===== src/rtl/if_fetch_ctrl_pkg.sv =====
// Shared types and constants for the instruction-fetch sequencer.
package if_fetch_ctrl_pkg;

  localparam int unsigned XLEN    = 32;
  localparam int unsigned PC_STEP = 4;

  typedef enum logic [1:0] {
    FETCH_BOOT  = 2'd0,
    FETCH_REQ   = 2'd1,
    FETCH_WAIT  = 2'd2,
    FETCH_FLUSH = 2'd3
  } fetch_state_e;

  // One buffered fetch: the PC it came from and the word returned.
  typedef struct packed {
    logic [XLEN-1:0] pc;
    logic [XLEN-1:0] inst;
  } fetch_entry_t;

  // Clear the byte offset so every fetch address is word aligned.
  function automatic logic [XLEN-1:0] word_align(input logic [XLEN-1:0] addr);
    return addr & ~XLEN'(3);
  endfunction

endpackage


===== src/rtl/if_fetch_ctrl_buf.sv =====
// Small {pc,inst} FIFO between the fetch bus and decode, with flush.
module if_fetch_ctrl_buf
  import if_fetch_ctrl_pkg::*;
#(
  parameter int unsigned DEPTH = 2
) (
  input  logic                   clk,
  input  logic                   rst,
  input  logic                   flush,
  input  logic                   push,
  input  fetch_entry_t           push_data,
  input  logic                   pop,
  output logic                   valid,
  output fetch_entry_t           head,
  output logic [$clog2(DEPTH):0] count_nxt_c
);

  localparam int unsigned PW = $clog2(DEPTH);
  localparam int unsigned CW = PW + 1;

  fetch_entry_t    mem [DEPTH];
  logic [PW-1:0]   rd_ptr;
  logic [PW-1:0]   wr_ptr;
  logic [PW-1:0]   rd_nxt_c;
  logic [CW-1:0]   count;
  logic [CW-1:0]   remain_c;
  logic            full_c;
  logic            do_push_c;
  logic            do_pop_c;

  // A pop while full makes room for a push in the same cycle.
  assign full_c      = (count == CW'(DEPTH));
  assign do_pop_c    = pop & (count != '0);
  assign do_push_c   = push & (~full_c | do_pop_c) & ~flush;
  assign remain_c    = count - CW'(do_pop_c);
  assign rd_nxt_c    = rd_ptr + PW'(do_pop_c);
  assign count_nxt_c = flush ? '0 : remain_c + CW'(do_push_c);

  // Storage array; contents are only observed through the head register.
  always_ff @(posedge clk) begin
    if (do_push_c) mem[wr_ptr] <= push_data;
  end

  // Pointers, occupancy and registered head; head holds its last value when empty.
  always_ff @(posedge clk or negedge rst) begin
    if (!rst) begin
      rd_ptr <= '0;
      wr_ptr <= '0;
      count  <= '0;
      valid  <= 1'b0;
      head   <= '0;
    end else begin
      count <= count_nxt_c;
      valid <= (count_nxt_c != '0);
      if (flush) begin
        rd_ptr <= '0;
        wr_ptr <= '0;
      end else begin
        rd_ptr <= rd_nxt_c;
        wr_ptr <= wr_ptr + PW'(do_push_c);
        if (remain_c == '0) begin
          if (do_push_c) head <= push_data;
        end else begin
          head <= mem[rd_nxt_c];
        end
      end
    end
  end

endmodule


===== src/rtl/if_fetch_ctrl.sv =====
// Instruction-fetch sequencer: owns the fetch PC, runs one req/gnt/rvalid
// transaction at a time, applies trap/branch redirects and drops stale data.
module if_fetch_ctrl
  import if_fetch_ctrl_pkg::*;
#(
  parameter logic [XLEN-1:0] RESET_PC  = 32'h0000_0000,
  parameter int unsigned     BUF_DEPTH = 2
) (
  input  logic            clk,
  input  logic            rst,
  input  logic            trap_flag_i,
  input  logic [XLEN-1:0] trap_addr_i,
  input  logic            branch_flag_i,
  input  logic [XLEN-1:0] branch_addr_i,
  output logic            ibus_req_o,
  output logic [XLEN-1:0] ibus_addr_o,
  input  logic            ibus_gnt_i,
  input  logic            ibus_rvalid_i,
  input  logic [XLEN-1:0] ibus_rdata_i,
  output logic            inst_valid_o,
  output logic [XLEN-1:0] inst_o,
  output logic [XLEN-1:0] inst_addr_o,
  input  logic            id_ready_i
);

  localparam int unsigned CW = $clog2(BUF_DEPTH) + 1;

  fetch_state_e    state;
  fetch_state_e    state_nxt;
  logic [XLEN-1:0] fetch_pc;
  logic [XLEN-1:0] pc_nxt;
  logic [XLEN-1:0] redir_tgt_c;
  logic            redir_c;
  logic            grant_c;
  logic            push_c;
  logic            pop_c;
  logic            req_nxt;
  logic [CW-1:0]   count_nxt_c;
  fetch_entry_t    push_data_c;
  fetch_entry_t    head;

  // Redirect select: trap outranks branch.
  assign redir_c     = trap_flag_i | branch_flag_i;
  assign redir_tgt_c = word_align(trap_flag_i ? trap_addr_i : branch_addr_i);
  assign grant_c     = ibus_req_o & ibus_gnt_i;
  assign pop_c       = inst_valid_o & id_ready_i;

  // A response is kept only in WAIT and only if no redirect lands with it.
  assign push_c           = (state == FETCH_WAIT) & ibus_rvalid_i & ~redir_c;
  assign push_data_c.pc   = fetch_pc - XLEN'(PC_STEP);
  assign push_data_c.inst = ibus_rdata_i;

  // Request only once past BOOT and only with a free slot for the reply.
  assign req_nxt = (state_nxt == FETCH_REQ) && (state != FETCH_BOOT) &&
                   (count_nxt_c < CW'(BUF_DEPTH));

  assign ibus_addr_o = fetch_pc;
  assign inst_o      = head.inst;
  assign inst_addr_o = head.pc;

  // Next-state and next-PC; a redirect always wins the PC.
  always_comb begin
    state_nxt = state;
    pc_nxt    = fetch_pc;
    case (state)
      FETCH_BOOT: state_nxt = FETCH_REQ;
      FETCH_REQ: begin
        if (grant_c) begin
          pc_nxt    = fetch_pc + XLEN'(PC_STEP);
          state_nxt = redir_c ? FETCH_FLUSH : FETCH_WAIT;
        end
      end
      FETCH_WAIT: begin
        if (ibus_rvalid_i)  state_nxt = FETCH_REQ;
        else if (redir_c)   state_nxt = FETCH_FLUSH;
      end
      FETCH_FLUSH: begin
        if (ibus_rvalid_i) state_nxt = FETCH_REQ;
      end
      default: state_nxt = FETCH_BOOT;
    endcase
    if (redir_c) pc_nxt = redir_tgt_c;
  end

  // State, fetch PC and registered request.
  always_ff @(posedge clk or negedge rst) begin
    if (!rst) begin
      state      <= FETCH_BOOT;
      fetch_pc   <= RESET_PC;
      ibus_req_o <= 1'b0;
    end else begin
      state      <= state_nxt;
      fetch_pc   <= pc_nxt;
      ibus_req_o <= req_nxt;
    end
  end

  if_fetch_ctrl_buf #(
    .DEPTH(BUF_DEPTH)
  ) u_buf (
    .clk         (clk),
    .rst         (rst),
    .flush       (redir_c),
    .push        (push_c),
    .push_data   (push_data_c),
    .pop         (pop_c),
    .valid       (inst_valid_o),
    .head        (head),
    .count_nxt_c (count_nxt_c)
  );

endmodule


===== config.mk =====
export PLATFORM = sky130hd
export DESIGN_NAME = if_fetch_ctrl
export DESIGN_NICKNAME = d
export VERILOG_FILES = /design/src/rtl/if_fetch_ctrl_pkg.sv /design/src/rtl/if_fetch_ctrl_buf.sv /design/src/rtl/if_fetch_ctrl.sv
export SDC_FILE = /design/constraint.sdc
export NUM_CORES = 1
export LEC_CHECK = 0
export BUFFER_PORTS_ARGS = -buffer_cell sky130_fd_sc_hd__buf_2
export CORE_UTILIZATION = 50
export DETAILED_ROUTE_END_ITERATION = 7
export PLACE_DENSITY = 0.74
export SYNTH_ARGS = -nofsm -noshare
export SYNTH_HDL_FRONTEND = slang
export SYNTH_SLANG_ARGS = --single-unit

===== constraint.sdc =====
create_clock -name clk -period 3.22 [get_ports clk]
set_clock_uncertainty 0.15 [all_clocks]
set_input_delay 0.644 -clock clk [delete_from_list [all_inputs] [get_ports clk]]
set_output_delay 0.644 -clock clk [all_outputs]
set_load 0.05 [all_outputs]

# Word level (Yosys, flattened, before mapping)
# Memory sizes are Yosys's and may differ from the RTL's.
# Index checks and enable logic that the tools add are counted.
classes:
  addsub: 6
  mul: 0
  div_mod_pow: 0
  n_lt_le_gt_ge: 1
  n_eq_ne: 6
  shift: 0
  mux: 17
  bitwise_logic: 11
  reduce_logical: 11
ops:
  columns: ["op", "n"]
  rows:
  - ["2-to-1 mux 32 bit", 4]
  - ["2-to-1 mux 64 bit", 2]
  - ["adder 32 x 3 -> 32 bit (second input constant)", 1]
  - ["subtractor 32 x 3 -> 32 bit (second input constant)", 1]
  - ["2-to-1 mux 2 bit", 5]
  - ["nonzero test 2 bit", 5]
  - ["one-hot mux 2 bit (4 select lines)", 1]
  - ["bitwise AND 1 bit", 7]
  - ["equality test 2 bit (second input constant)", 3]
  - ["2-to-1 mux 1 bit", 5]
  - ["equality test 2 x 1 -> 1 bit (second input constant)", 2]
  - ["logical NOT 2 bit", 2]
  - ["AND reduction 2 bit", 2]
  - ["adder 1 bit", 2]
  - ["adder 2 x 1 -> 2 bit", 1]
  - ["logical AND 1 bit", 2]
  - ["< comparator 2 bit (second input constant)", 1]
  - ["inequality test 2 x 1 -> 1 bit (second input constant)", 1]
  - ["inverter 1 bit", 2]
  - ["bitwise OR 1 bit", 2]
  - ["subtractor 2 x 1 -> 2 bit", 1]
word_totals:
  register_bits: 104
  latchBits: 0
  ram_bits: 128
  romBits: 0
  inputBits: 103
  out_inout_bits: 98
  wordCells: 62
  mem_count: 1
mem_list:
  columns: ["name", "depth", "width", "read_ports", "rd_clocked_by_memory_dff", "write_ports", "line", "text"]
  rows:
  - ["u_buf.mem", 2, 64, 1, 0, 1, "if_fetch_ctrl_buf.sv:21", "fetch_entry_t mem [DEPTH];"]

# Logic depth before layout (Yosys ltp)
depth:
  ltp_word: 9
  mapped_depth: 12
  depth_no_buf: 8

# Cells and area by module
# A second synthesis with hierarchy kept.
hier_totals:
  hier_cells: 847
  hier_area_um2: 11410.9
modules_own_cells:
  columns: ["module", "n_inst", "cells_each", "area_each_um2", "seq_area_each_um2"]
  rows:
  - ["if_fetch_ctrl_buf", 1, 503, 8579.5, 5570.3]
  - ["if_fetch_ctrl", 1, 344, 2831.5, 825.8]

# Worst setup path after synthesis
# OpenSTA, ideal clock, no wires.
synth_timing:
  path_type: "input to register"
  from: "input port trap_flag_i"
  to: "memory u_buf.mem[1][0] in the netlist's numbering, enable pin"
  setup_ns: 0.427
  arrival_ns: 3.160
  t_required_ns: 2.643
  setup_slack_ns: -0.517
  cell_stages: 6
  n_path_buf: 3
  path_cell_list: "clkbuf_1 -> or2_2 -> clkbuf_1 -> clkbuf_1 -> nor2_1 -> ha_1"
synth_between:
  elab_chain_cells: 7
synth_lines:
  columns: ["item", "line", "text"]
  rows:
  - ["start: declaration", "if_fetch_ctrl.sv:11", "input logic trap_flag_i,"]
  - ["bitwise OR 1 bit *", "if_fetch_ctrl.sv:43", "assign redir_c = trap_flag_i | branch_flag_i;"]
  - ["inverter 1 bit (no source line) *", null, null]
  - ["bitwise AND 1 bit", "if_fetch_ctrl.sv:49", "assign push_c = (state == FETCH_WAIT) & ibus_rvalid_i & ~redir_c;"]
  - ["bitwise AND 1 bit", "if_fetch_ctrl_buf.sv:34", "assign do_push_c = push & (~full_c | do_pop_c) & ~flush;"]
  - ["bitwise AND 1 bit *", "if_fetch_ctrl_buf.sv:34", null]
  - ["2-to-1 mux 1 bit *", "if_fetch_ctrl_buf.sv:41", "if (do_push_c) mem[wr_ptr] <= push_data;"]
  - ["2-to-1 mux 1 bit (not written as such) *", "if_fetch_ctrl_buf.sv:41", null]
  - ["end: declaration", "if_fetch_ctrl_buf.sv:21", null]
# Every way passes the cells marked *; elsewhere a longest branch is shown, timed or not.

# Worst setup path in the final report
layout_timing:
  from: "register u_buf.count[1]"
  to: "register u_buf.head[41] (netlist name)"
layout_between:
  elab_chain_cells: 7
  word_cells_on_any_way: 14
  cone_classes: "2 x add/sub; 2 x eq/ne; 1 x mux; 5 x bitwise; 3 x reduce/logical; 1 x memory"
layout_lines:
  columns: ["item", "line", "text"]
  rows:
  - ["start: declaration", "if_fetch_ctrl_buf.sv:25", "logic [CW-1:0] count;"]
  - ["start signal: assignment", "if_fetch_ctrl_buf.sv:53", "count <= count_nxt_c;"]
  - ["parallel branches: the longest is 7 deep, another holds subtractor 2 x 1 -> 2 bit", null, null]
# Parallel ways; which one is timed is not known.
# A chain may end at the register's enable or synchronous reset.

==> impl_metrics.tcl <==
set metrics [dict create \
    yosysSeqAreaShare 0.601 \
    slew_viol_final 0 \
    fp.dieH_um 146 \
    wl_per_cell_um 18.4 \
    instances_no_fill 1326 \
    ys_warn_count 0 \
    die-area_um2 21300 \
    place_area_um2 11700 \
    syn_area_um2 10400 \
    first_iter_violations 330 \
    grt_pass1_wl_mm 38.4 \
    cts_tree "yes" \
    arrival_ps 2840 \
    clk_latency_ps 510 \
    placement.setup.worst_slack_ps 354 \
    drc 0 \
    cts_resized 0 \
    fp.dieW_um 146 \
    syn_avg_cell_area_um2 12.0 \
    worst_pin_slew_ps 631 \
    setup_viol 0 \
    dr.pass1.iters 4 \
    fin_area_um2 12400 \
    via_per_inst 5.67 \
    powerDensity_nw_per_um2 637 \
    worst_setup_path_end_kind "flip-flop" \
    path_max_fanout 19 \
    relSlewSlack 0.579 \
    synth_edf_count 124 \
    outcome "completed" \
    slowest_stage "dfrtp_1" \
    ys_seq_elements 224 \
    ctsLongestPathBuffers 3 \
    dp_cells 1283 \
    final_core_utilization 0.613 \
    regToRegSetupSlack_ps 620 \
    grt_usage 0.227 \
    hold_buffers 0 \
    rsz0062_at_grt "false" \
    async_reset_ff_frac 0.446 \
    area_delta_synth_final_pct 20.2 \
    path_class "reg -> reg" \
    wl_mm 24.4 \
    antenna_cells 0 \
    antenna_left 0 \
    hp-class "in -> async" \
    synth.distinct_cells 61 \
    min_period_ps 2600 \
    setup_ws_ps 617 \
    globalRouteOverflowTotal 0 \
    rows 52 \
    critPathLaunchType "flip-flop" \
    cp.required_ps 3450 \
    ys.flop_type "edfxtp_1" \
    cap_violations 0 \
    num_io_pins 201 \
    p_leak_nw 5.74 \
    cts_root_buffer "clkbuf_16" \
    period_share 0.808 \
    num-nets-final 1148 \
    cts_setup_buffers 0 \
    grt_pass1_vias 7127 \
    path_cells "o211ai_1 > inv_1 > ha_1 > xnor2_1 > and2_1 > a21o_4 > nor2_1 > buf_4 > a221o_1" \
    irDropWorstVdd_uv 393 \
    max_freq_ghz 0.384 \
    core_um2 20300 \
    drive_gt1_frac 0.259 \
    fin_tns_setup_ps 0 \
    vias 7517 \
    synthCells 863 \
    critPathMaxStageDelay_ps 400 \
    cts_buffers 24 \
    routabilityCongestion 0.844 \
    io_buffers 192 \
    antenna_found_initial 0 \
    cts_sinks 224 \
    htreeDepth 1 \
    dp_hpwl_mm 16.6 \
    start_util 0.510 \
    clkSlewWorstSetupHoldPaths_ps 60 \
    grt_max_degree 84 \
    finalHoldViolations 0 \
]
cells in the final DEF (no fill, tap or decap), types with 9 or more instances in the layout:
| cell | Yosys | final |
|---|---|---|
| nor2b_1 | 18 | 18 |
| a211oi_1 | 53 | 53 |
| xor2_1 | 15 | 15 |
| nor2_1 | 71 | 71 |
| nand4_1 | 18 | 18 |
| o2bb2ai_1 | 11 | 11 |
| clkbuf_16 | 0 | 25 |
| o21ai_0 | 12 | 12 |
| a21oi_1 | 25 | 25 |
| nand2_1 | 60 | 59 |
| mux2i_1 | 63 | 63 |
| buf_2 | 17 | 191 |
| dfrtp_1 | 100 | 100 |
| a21o_1 | 46 | 45 |
| buf_4 | 8 | 23 |
| nand3_1 | 12 | 12 |
| nor3_1 | 16 | 16 |
| o31ai_1 | 12 | 12 |
| edfxtp_1 | 124 | 124 |
| xnor2_1 | 31 | 31 |
| inv_1 | 9 | 9 |
cell usage after synthesis (7+ instances only):
library cell	number	area (µm²)
nand3_1	12	60.1
a21o_1	46	345
o2bb2ai_1	11	96.3
a21oi_1	25	125
buf_2	17	85.1
o31ai_1	12	90.1
and3_1	7	43.8
clkbuf_1	41	154
nor2b_1	18	113
nor2_1	71	267
xor2_1	15	131
nor4_1	8	50.1
mux2i_1	63	631
dfrtp_1	100	2500
o22ai_1	7	43.8
edfxtp_1	124	3720
nand4_1	18	113
nand2_1	60	225
nor3_1	16	80.1
buf_4	8	60.1
inv_1	9	33.8
o21ai_0	12	60.1
a211oi_1	53	398
xnor2_1	31	272
final cells by class:
cell class / count / area [µm²]
multi-input cells: 559 / 3800
repair buffers: 220 / 1250
clock inverters: 10 / 95.1
fillers: 1641 / 7860
flip-flops and latches: 224 / 6230
clock buffers: 33 / 696
well taps: 270 / 338
inverters: 10 / 37.5
metal layers:
layer / part of all wire / up-vias / track usage
met1: 0.44 / 3607 / 0.313
met4: 0.030 / 0 / 0.0816
met2: 0.47 / 319 / 0.367
met5: 0 / - / 0
li1: - / 3538 / -
met3: 0.063 / 53 / 0.0320
cells by family after synthesis:
group	synth area share
adders and majority gates	0.00725
AOI/OAI and AO/OA	0.131
muxes	0.0609
and+or+nand+nor	0.123
other	0.000362
buffers and inverters	0.0352
xor gates and xnor gates	0.0405
DFF	0.601
report_power, final:
part | internal (mW) | switching [mW]
Sequential | 3.28 | 0.213
Combinational | 0.466 | 1.24
Clock | 1.66 | 1.07
Total | 5.40 | 2.52
critical path, delay by kind of cell (launching register included):
| family | cells | cell delay (ps) |
|---|---|---|
| buf+inv | 2 | 290 |
| flops | 1 | 400 |
| xor+xnor | 1 | 300 |
| simple gates | 2 | 290 |
| fa+ha+maj | 1 | 190 |
| compound gates | 3 | 840 |
state kept, by name, summed over array words and instances (netlist names):
signal	cells
u_buf.valid	1
u_buf.wr_ptr	1
u_buf.rd_ptr	1
u_buf.mem	124
ibus_addr_o	30
u_buf.head	62
state	2
u_buf.count	2
ibus_req_o	1
worst paths after layout:
check,from,end,cells past startpoint
setup / recovery,u_buf.count[1],u_buf.head[41],9
hold / removal,rst,u_buf.head[11],1
setup reg to reg,u_buf.count[1],u_buf.head[41],9
hold reg to reg,u_buf.head[21],u_buf.head[21],1
max in group asynchronous,rst,ibus_addr_o[9],2
min in group clk,trap_addr_i[16],ibus_addr_o[16],3
stage by stage:
stage                     hold slack (ps)  power [mW]
after floorplan                       198        4.74
after global placement                303        5.22
after detailed placement              310        5.25
after CTS                            8.91        7.98
after global routing                 26.1        8.20
final                                6.75        7.92
(Power assumes the default switching activity.)
